[config.mk]
export PLATFORM = sky130hd
export DESIGN_NAME = sender_flat
export DESIGN_NICKNAME = d
export VERILOG_FILES = /design/src/rtl/sender_pkg.sv /design/src/rtl/sender_if.sv /design/src/rtl/sender_sync_2ff.sv /design/src/rtl/sender.sv /design/src/flat_wrapper.sv
export SDC_FILE = /design/constraint.sdc
export NUM_CORES = 1
export LEC_CHECK = 0
export BUFFER_PORTS_ARGS = -buffer_cell sky130_fd_sc_hd__buf_2
export CAP_MARGIN = 20
export CORE_AREA = 10 10 60 82
export DETAILED_ROUTE_END_ITERATION = 10
export DIE_AREA = 0 0 70 92
export GPL_TIMING_DRIVEN = 1
export PLACE_DENSITY = 0.71
export SLEW_MARGIN = 40
export SYNTH_ARGS = -nofsm -noshare
export SYNTH_HDL_FRONTEND = slang
export SYNTH_SLANG_ARGS = --single-unit
[constraint.sdc]
create_clock -name clk_sender -period 2.23 [get_ports clk_sender]
set_input_delay 0.3345 -clock clk_sender [delete_from_list [all_inputs] [get_ports clk_sender]]
set_output_delay 0.3345 -clock clk_sender [all_outputs]
set_load 0.02 [all_outputs]
[src/rtl/sender_pkg.sv]
// Shared definitions for the chunked four-phase sender/receiver pair.
package sender_pkg;

    localparam int unsigned CHUNK_W = 6;
    localparam int unsigned IDX_W   = 8;

    typedef enum logic [1:0] {
        ST_IDLE   = 2'd0,
        ST_SETUP  = 2'd1,
        ST_REQ_HI = 2'd2,
        ST_REQ_LO = 2'd3
    } fsm_state_t;

    function automatic int unsigned num_chunks(input int unsigned n);
        return (n + CHUNK_W - 1) / CHUNK_W;
    endfunction

endpackage

[src/rtl/sender_if.sv]
// Unit-accept and four-phase chunk handshake signals between sender and receiver.
interface sender_if #(
    parameter int unsigned N = 6
);
    import sender_pkg::*;

    logic [N-1:0]       data_in;
    logic               data_valid;
    logic               wire_ack;
    logic               ready;
    logic               reg_req;
    logic [CHUNK_W-1:0] wire_data_deliver;
    logic               reg_done;

    modport master (
        input  data_in, data_valid, wire_ack,
        output ready, reg_req, wire_data_deliver, reg_done
    );

    modport slave (
        output data_in, data_valid, wire_ack,
        input  ready, reg_req, wire_data_deliver, reg_done
    );

endinterface

[src/rtl/sender_sync_2ff.sv]
// Two-flop synchronizer for a single asynchronous control bit.
module sync_2ff (
    input  logic clk,
    input  logic rst,
    input  logic i_d,
    output logic o_q
);

    logic r_meta;
    logic r_sync;

    always_ff @(posedge clk) begin
        if (rst) begin
            r_meta <= 1'b0;
            r_sync <= 1'b0;
        end else begin
            r_meta <= i_d;
            r_sync <= r_meta;
        end
    end

    assign o_q = r_sync;

endmodule

[src/rtl/sender.sv]
// Splits an N-bit unit into 6-bit chunks, LSB chunk first, and sends each over a
// four-phase req/ack handshake with an asynchronous receiver.
module sender
    import sender_pkg::*;
#(
    parameter int unsigned N = 6
) (
    input  logic clk_sender,
    input  logic rst,
    sender_if.master bus
);

    localparam int unsigned C     = num_chunks(N);
    localparam int unsigned PAD_W = CHUNK_W * C;

    fsm_state_t         r_state;
    fsm_state_t         w_state_nxt;
    logic [N-1:0]       r_data;
    logic [N-1:0]       w_data_nxt;
    logic [IDX_W-1:0]   r_idx;
    logic [IDX_W-1:0]   w_idx_nxt;
    logic [CHUNK_W-1:0] r_deliver;
    logic [CHUNK_W-1:0] w_deliver_nxt;
    logic               r_req;
    logic               w_req_nxt;
    logic               r_ready;
    logic               w_ready_nxt;
    logic               r_done;
    logic               w_done_nxt;

    logic               w_ack_s;
    logic [PAD_W-1:0]   w_data_pad;
    logic [IDX_W-1:0]   w_idx_inc;
    logic [CHUNK_W-1:0] w_chunk0;
    logic [CHUNK_W-1:0] w_chunk_next;
    logic               w_last;

    sync_2ff u_ack_sync (
        .clk (clk_sender),
        .rst (rst),
        .i_d (bus.wire_ack),
        .o_q (w_ack_s)
    );

    // Zero-extension to whole chunks makes the top chunk's unused bits read 0.
    assign w_data_pad   = PAD_W'(r_data);
    assign w_idx_inc    = r_idx + IDX_W'(1);
    assign w_chunk0     = CHUNK_W'(bus.data_in);
    assign w_chunk_next = CHUNK_W'(w_data_pad >> (CHUNK_W * 32'(w_idx_inc)));
    assign w_last       = (32'(r_idx) == (C - 1));

    always_comb begin
        w_state_nxt   = r_state;
        w_data_nxt    = r_data;
        w_idx_nxt     = r_idx;
        w_deliver_nxt = r_deliver;
        w_req_nxt     = r_req;
        w_ready_nxt   = r_ready;
        w_done_nxt    = 1'b0;

        unique case (r_state)
            ST_IDLE: begin
                if (bus.data_valid) begin
                    w_data_nxt    = bus.data_in;
                    w_deliver_nxt = w_chunk0;
                    w_idx_nxt     = '0;
                    w_ready_nxt   = 1'b0;
                    w_state_nxt   = ST_SETUP;
                end
            end
            ST_SETUP: begin
                if (!w_ack_s) begin
                    w_req_nxt   = 1'b1;
                    w_state_nxt = ST_REQ_HI;
                end
            end
            ST_REQ_HI: begin
                if (w_ack_s) begin
                    w_req_nxt   = 1'b0;
                    w_state_nxt = ST_REQ_LO;
                end
            end
            ST_REQ_LO: begin
                if (!w_ack_s) begin
                    if (!w_last) begin
                        w_idx_nxt     = w_idx_inc;
                        w_deliver_nxt = w_chunk_next;
                        w_state_nxt   = ST_SETUP;
                    end else begin
                        w_done_nxt    = 1'b1;
                        w_ready_nxt   = 1'b1;
                        w_state_nxt   = ST_IDLE;
                    end
                end
            end
            default: begin
                w_state_nxt = ST_IDLE;
            end
        endcase
    end

    always_ff @(posedge clk_sender) begin
        if (rst) begin
            r_state   <= ST_IDLE;
            r_data    <= '0;
            r_idx     <= '0;
            r_deliver <= '0;
            r_req     <= 1'b0;
            r_ready   <= 1'b1;
            r_done    <= 1'b0;
        end else begin
            r_state   <= w_state_nxt;
            r_data    <= w_data_nxt;
            r_idx     <= w_idx_nxt;
            r_deliver <= w_deliver_nxt;
            r_req     <= w_req_nxt;
            r_ready   <= w_ready_nxt;
            r_done    <= w_done_nxt;
        end
    end

    assign bus.ready             = r_ready;
    assign bus.reg_req           = r_req;
    assign bus.wire_data_deliver = r_deliver;
    assign bus.reg_done          = r_done;

endmodule

[src/flat_wrapper.sv]
// flat-port wrapper written by rule: the top's interface ports become plain ports
module sender_flat import sender_pkg::*;
#(
    parameter int unsigned N = 6
)
  (clk_sender, rst, bus_data_in, bus_data_valid, bus_wire_ack, bus_ready, bus_reg_req, bus_wire_data_deliver, bus_reg_done);
  sender_if #(.N(N)) bus_i ();
  input  logic clk_sender;
  input  logic rst;
  input wire logic [$bits(bus_i.data_in)-1:0] bus_data_in;
  input wire logic [$bits(bus_i.data_valid)-1:0] bus_data_valid;
  input wire logic [$bits(bus_i.wire_ack)-1:0] bus_wire_ack;
  output wire logic [$bits(bus_i.ready)-1:0] bus_ready;
  output wire logic [$bits(bus_i.reg_req)-1:0] bus_reg_req;
  output wire logic [$bits(bus_i.wire_data_deliver)-1:0] bus_wire_data_deliver;
  output wire logic [$bits(bus_i.reg_done)-1:0] bus_reg_done;
  assign bus_i.data_in = bus_data_in;
  assign bus_i.data_valid = bus_data_valid;
  assign bus_i.wire_ack = bus_wire_ack;
  assign bus_ready = bus_i.ready;
  assign bus_reg_req = bus_i.reg_req;
  assign bus_wire_data_deliver = bus_i.wire_data_deliver;
  assign bus_reg_done = bus_i.reg_done;
  sender #(.N(N)) u_core (.clk_sender(clk_sender), .rst(rst), .bus(bus_i));
endmodule
==> results.cfg, run 1 <==
[drt]
drt-total-wl_um = 3360
vias_per_cell = 5.58
ant_nets = 0
vias = 1283
wl_per_cell_um = 14.6
drc = 0
first_pass_iters = 4
drt_iter0_drc = 51

[clock_network]
cts_buffers = 3
hold_buffers = 0
clk_path_buf_depth = 2
cts.sinks = 27
htreeDepth = 1
clkTransAtPathRegs_ns = 0.09
post_cts_buffers = 0
cts_tree = done
cts_root_buf = clkbuf_8
cts_resized = 0
clock_latency_ns = 0.27

[critical_path]
cp_max_fo = 10
cp_slowest_stage_delay_ns = 0.46
arrival_ns = 2.12
crit_type = reg2reg
crit_path_start_kind = flop
critPathSlowestCell = dfxtp_1
cp-end-kind = flop
crit_required_ns = 2.37
path_cells = inv_1 > ha_1 > nor4b_4 > a211oi_4 > buf_4 > a2bb2oi_1 > o32ai_1

[sta]
finalCritPeriodShare_pct = 88.8
tightest_slew_ns = 0.591
hold_viol_final = 0
drv_slew = 0
tns_ns = 0
min_period_ns = 1.98
finalClockSkew_ns = 0.00238
fmax_mhz = 505
slew_headroom_pct = 60.6
rsz0062_at_grt = no
setup_viol = 0

[power]
ir_drop_v = 0.000560
power_density_mw_per_mm2 = 876
p_leak_nw = 0.614

[logic_synthesis]
synth-seq-cells = 27
dominantRegCellSynth = dfxtp_1
synth.distinct_cells = 42
synth_edf_count = 0
ys_warn_count = 0
netlist_instances = 172
synth_area_per_cell_um2 = 8.71
syn_area_mm2 = 0.00150
async_flop_share_pct = 0
seq_area_frac_synth_pct = 36.1
syn_nets = 188

[global_routing]
antenna_found_initial = 0
grt_overflow = 0
grtUsageTotal_pct = 10.3
grt_pass1_vias = 1266
grt_max_degree = 28
grt_first_pass_wirelength_um = 5870

[floorplanning]
row_count = 26
start_util_pct = 42.6
die_area_mm2 = 0.00644
die_h_um = 92
dieWidth_um = 70
pin_count = 19
core_mm2 = 0.00351

[status]
status = complete, no violations

[finish]
syn_to_final_growth_pct = 7.60
nets = 205
drive_above_1_share_pct = 18.6
diodes = 0
postLayoutCoreUtil_pct = 45.9

[placed_design]
dp_hpwl_um = 2440
port-buffer-count = 18
gp_congestion = 0.822

[hold_path]
hold_path.class = in2reg

[run]
maxCapViolations = 0
## flip-flops by register name (all words and copies together) (netlist names)
| register | count |
|---|---|
| u_core.r_idx | 8 |
| u_core.bus.wire_data_deliver | 6 |
| u_core.r_data | 6 |
| u_core.r_state | 2 |
| u_core.bus.ready | 1 |
| u_core.bus.reg_done | 1 |
| u_core.bus.reg_req | 1 |
| u_core.u_ack_sync.o_q | 1 |
| u_core.u_ack_sync.r_meta | 1 |
## cell usage after synthesis (all sizes together) (5+ instances only)
cell	n	share of area (%)
ha	6	5.0
a2bb2oi	6	3.5
o32ai	6	3.5
clkbuf	7	3.8
nand2	22	5.5
nand3	16	5.3
inv	12	3.0
nor2	8	2.0
dfxtp	27	36
a21oi	13	4.3
o21ai	5	1.7
## cells in the final DEF, fill, tap and decap left out, drive strengths merged, types with 5 or more instances in the layout
| cell | Yosys | layout |
|---|---|---|
| dfxtp | 27 | 27 |
| a2bb2oi | 6 | 6 |
| o21ai | 5 | 5 |
| a21oi | 13 | 13 |
| buf | 2 | 22 |
| o32ai | 6 | 6 |
| nand2 | 22 | 22 |
| nand3 | 16 | 16 |
| inv | 12 | 12 |
| nor2 | 8 | 8 |
| ha | 6 | 6 |
## report_power, final
part | internal [mW] | switching [mW] | total, mW | leakage [nW]
combinational | 0.198 | 0.332 | 0.530 | 0.368
sequential | 0.561 | 0.0469 | 0.608 | 0.221
clock | 0.125 | 0.149 | 0.274 | 0.0255
## final timing paths
kind / start / slack (ns) / cells after the start / endpoint
max: u_core.r_idx[0] / 0.25 / 7 / u_core.bus.wire_data_deliver[3]
min: bus_wire_ack / 0.27 / 2 / u_core.u_ack_sync.r_meta
max reg2reg: u_core.r_idx[0] / 0.25 / 7 / u_core.bus.wire_data_deliver[3]
min reg2reg: u_core.u_ack_sync.r_meta / 0.45 / 1 / u_core.u_ack_sync.o_q
## final cells by class
cell class / count / area (um2)
Fill cell: 377 / 1900
Multi-Input combinational cell: 123 / 807
Inverter: 12 / 45.0
Timing Repair Buffer: 22 / 120
Tap cell: 42 / 52.6
Clock inverter: 1 / 5.00
Clock buffer: 3 / 41.3
Sequential cell: 27 / 541
## stage by stage
| stage | setup WS [ns] | power (mW) | cells | area (um2) | hold WS (ns) |
|---|---|---|---|---|---|
| after floorplan | 0.506 | 0.992 | 172 | 1500 | 0.414 |
| after global placement | 0.353 | 1.14 | 226 | 1570 | 0.420 |
| final | 0.250 | 1.41 | 230 | 1610 | 0.266 |
| after detailed placement | 0.277 | 1.15 | 226 | 1570 | 0.448 |
| after CTS | 0.247 | 1.43 | 230 | 1610 | 0.264 |
| after global routing | 0.0966 | 1.51 | 230 | 1610 | 0.263 |
## metal layers
layer	share of wire, %	routed length [um]	track usage, %
met1	43	1450	12.0
met2	52	1750	18.2
met3	2.8	95	1.73
met4	1.8	62	3.80
met5	0	0	0
## critical path: cells and delay by family (launching register included)
family                     cells  cell delay [ns]
AOI/OAI and AO/OA              3             0.65
adders and majority gates      1             0.22
buffers and inverters          2             0.37
DFF                            1             0.46
and+or+nand+nor                1             0.15
## logic make-up after synthesis
| logic type | synth area share (%) |
|---|---|
| adders and majority gates | 5.01 |
| buffers and inverters | 10.0 |
| AOI/OAI and AO/OA | 22.3 |
| muxes | 0.668 |
| xor gates and xnor gates | 0.585 |
| DFF | 36.1 |
| and+or+nand+nor | 25.3 |
Power figures use the tool's default switching activity.
==> run 2, diff against run 1 <==
--- a/config.mk
+++ b/config.mk
@@ -5,11 +5,12 @@
 export SDC_FILE = /design/constraint.sdc
 export NUM_CORES = 1
 export LEC_CHECK = 0
+export ABC_AREA = 1
 export BUFFER_PORTS_ARGS = -buffer_cell sky130_fd_sc_hd__buf_2
 export CAP_MARGIN = 20
-export CORE_AREA = 10 10 60 82
+export CORE_AREA = 10 10 60 81
 export DETAILED_ROUTE_END_ITERATION = 10
-export DIE_AREA = 0 0 70 92
+export DIE_AREA = 0 0 70 91
 export GPL_TIMING_DRIVEN = 1
 export PLACE_DENSITY = 0.71
 export SLEW_MARGIN = 40
==> run 2 against run 1 <==
Compared with the run above: clock skew is essentially flat; non-clock buffer count shrank 4; sequential cell count is the same; worst hold slack lost 0.0076 ns; register-to-register slack gained 0.12 ns; critical path depth shrank 1; maximum frequency grew 6.5%.
==> results.cfg, run 2 <==
[status]
status = complete, no violations

[sta]
drv_slew = 0
fmax_mhz = 538
slew_headroom_pct = 72.3
tightest_slew_ns = 0.415
rsz0062_at_grt = no
min_period_ns = 1.86
finalCritPeriodShare_pct = 83.3
tns_ns = 0
finalClockSkew_ns = 0.00219
whs_ns = 0.259
hold_viol_final = 0
setup_viol = 0
layout_setup_ws_ns = 0.372

[hold_path]
hold_path.class = in2reg

[global_routing]
antenna_found_initial = 0
grtUsageTotal_pct = 9.75
grt_overflow = 0
grt_max_degree = 21
grt_first_pass_wirelength_um = 5220
grt_pass1_vias = 1235

[clock_network]
cts_root_buf = clkbuf_8
htreeDepth = 1
hold_buffers = 0
clock_latency_ns = 0.27
cts.sinks = 27
clkTransAtPathRegs_ns = 0.09
post_cts_buffers = 0
cts_resized = 0
cts_tree = done
cts_buffers = 3
clk_path_buf_depth = 2

[logic_synthesis]
synth_top_cell_area_share_pct = 36.5
yosys-top-cells-area = dfxtp_1 (37%), nand2_1 (9.6%), inv_1 (8.6%)
syn_nets = 231
async_flop_share_pct = 0
synth_commonest_cells = nand2_1 (38), inv_1 (34), nor2_1 (28)
dominantRegCellSynth = dfxtp_1
synth_edf_count = 0
synth-seq-cells = 27
synth_area_per_cell_um2 = 6.88
netlist_instances = 215
synth_top_cell_by_area = dfxtp_1
synth.distinct_cells = 24
syn_area_mm2 = 0.00148
yosysMostFrequentCell = nand2_1
seq_area_frac_synth_pct = 36.5
ys_warn_count = 0

[critical_path]
reg2reg_to = u_core.bus.wire_data_deliver[0]
cp-end-kind = flop
worst-r2r-setup-slack_ns = 0.37
crit_type = reg2reg
cp_slowest_stage_delay_ns = 0.39
crit_required_ns = 2.40
arrival_ns = 2.03
path_cells = ha_1 > inv_1 > nand2_1 > nand3_2 > nor2_1 > a21oi_2
reg2reg_from = u_core.r_state[0]
crit_path_start_kind = flop
worstSetupStartpoint = u_core.r_state[0]
crit_end = u_core.bus.wire_data_deliver[0]
cp_max_fo = 20
critPathSlowestCell = dfxtp_1
worst-r2r-cell-count = 6

[floorplanning]
die_area_mm2 = 0.00637
dieWidth_um = 70
die_h_um = 91
pin_count = 19
start_util_pct = 43.8
core_mm2 = 0.00338
row_count = 25

[power]
power_density_mw_per_mm2 = 963
finalPower_mw = 1.58
ir_drop_v = 0.000480
p_leak_nw = 0.733

[finish]
nets = 248
diodes = 0
largest_reg_flops = 8
finalNonFillerCells = 271
final_common_cell = nand2_1
syn_to_final_growth_pct = 10.6
drive_above_1_share_pct = 19.0
final_cell_mix = nand2_1 (38), inv_1 (34), nor2_1 (28)
largest_register = u_core.r_idx

[drt]
drc = 0
vias = 1283
ant_nets = 0
drt-total-wl_um = 3030
vias_per_cell = 4.73
drt_iter0_drc = 86
first_pass_iters = 4
wl_per_cell_um = 11.2

[placed_design]
dp_hpwl_um = 2340
place_inst = 267
port-buffer-count = 18
dp_slack_ns = 0.377
gp_congestion = 0.830

[run]
maxCapViolations = 0
run 2: cell count changes after synthesis, moves of 6 or more:
cell       delta
a21oi_2       +6
a2bb2oi_1     -6
nor2_1       +20
nand2_1      +16
o32ai_1       -6
o21ai_0       +9
inv_1        +22
run 2: per-stage QoR:
| stage | utilization (%) | cell area [um2] |
|---|---|---|
| floorplan | - | 1480 |
| global placement | 47.1 | 1590 |
| detailed placement | 47.1 | 1590 |
| CTS | 48.4 | 1640 |
| global route | 48.4 | 1640 |
| finish | 48.4 | 1640 |
run 2: worst max-delay path: cells and delay by family (launching register included):
kind / cells / cell delay, ns
and+or+nand+nor: 3 / 0.72
DFF: 1 / 0.39
adders and majority gates: 1 / 0.38
buffers and inverters: 1 / 0.19
AOI/OAI and AO/OA: 1 / 0.07
run 2: final cells by class:
class | instances | area, um2
inverter | 38 | 143
fill | 367 | 1740
sequential | 27 | 541
clock buffer | 4 | 45.0
multi-input combinational | 144 | 768
tap | 40 | 50.0
timing repair buffer | 18 | 90.1
run 2: per-layer routing:
metal	GRT usage, %	wire [um]
met3	2.51	147
met4	5.61	107
met5	0	0
met2	17.6	1500
met1	9.80	1280
run 2: where the power goes:
part           internal (mW)  total [mW]  switching [mW]  leakage, nW
logic                  0.211       0.661           0.450        0.489
registers              0.591       0.639          0.0475        0.222
clock network          0.128       0.276           0.148       0.0228
run 2: logic make-up (layout without fill, tap and decap cells):
group	Yosys count	count (layout)	share of synthesized area (%)
flops	27	27	36.5
compound gates	39	39	15.1
fa+ha+maj	6	6	5.07
buf+inv	44	60	11.6
simple gates	97	97	30.5
xor+xnor	2	2	1.18
run 2: worst min path at each step:
stage | depth (start not counted) | end | slack [ns] | start
6_report | 3 | u_core.u_ack_sync.r_meta | 0.26 | bus_wire_ack
5_1_grt | 3 | u_core.u_ack_sync.r_meta | 0.28 | bus_wire_ack
4_1_cts | 3 | u_core.u_ack_sync.r_meta | 0.26 | bus_wire_ack
3_5_place_dp | 2 | u_core.u_ack_sync.o_q | 0.40 | u_core.u_ack_sync.r_meta
3_3_place_gp | 2 | u_core.u_ack_sync.o_q | 0.39 | u_core.u_ack_sync.r_meta
2_1_floorplan | 2 | u_core.u_ack_sync.o_q | 0.39 | u_core.u_ack_sync.r_meta
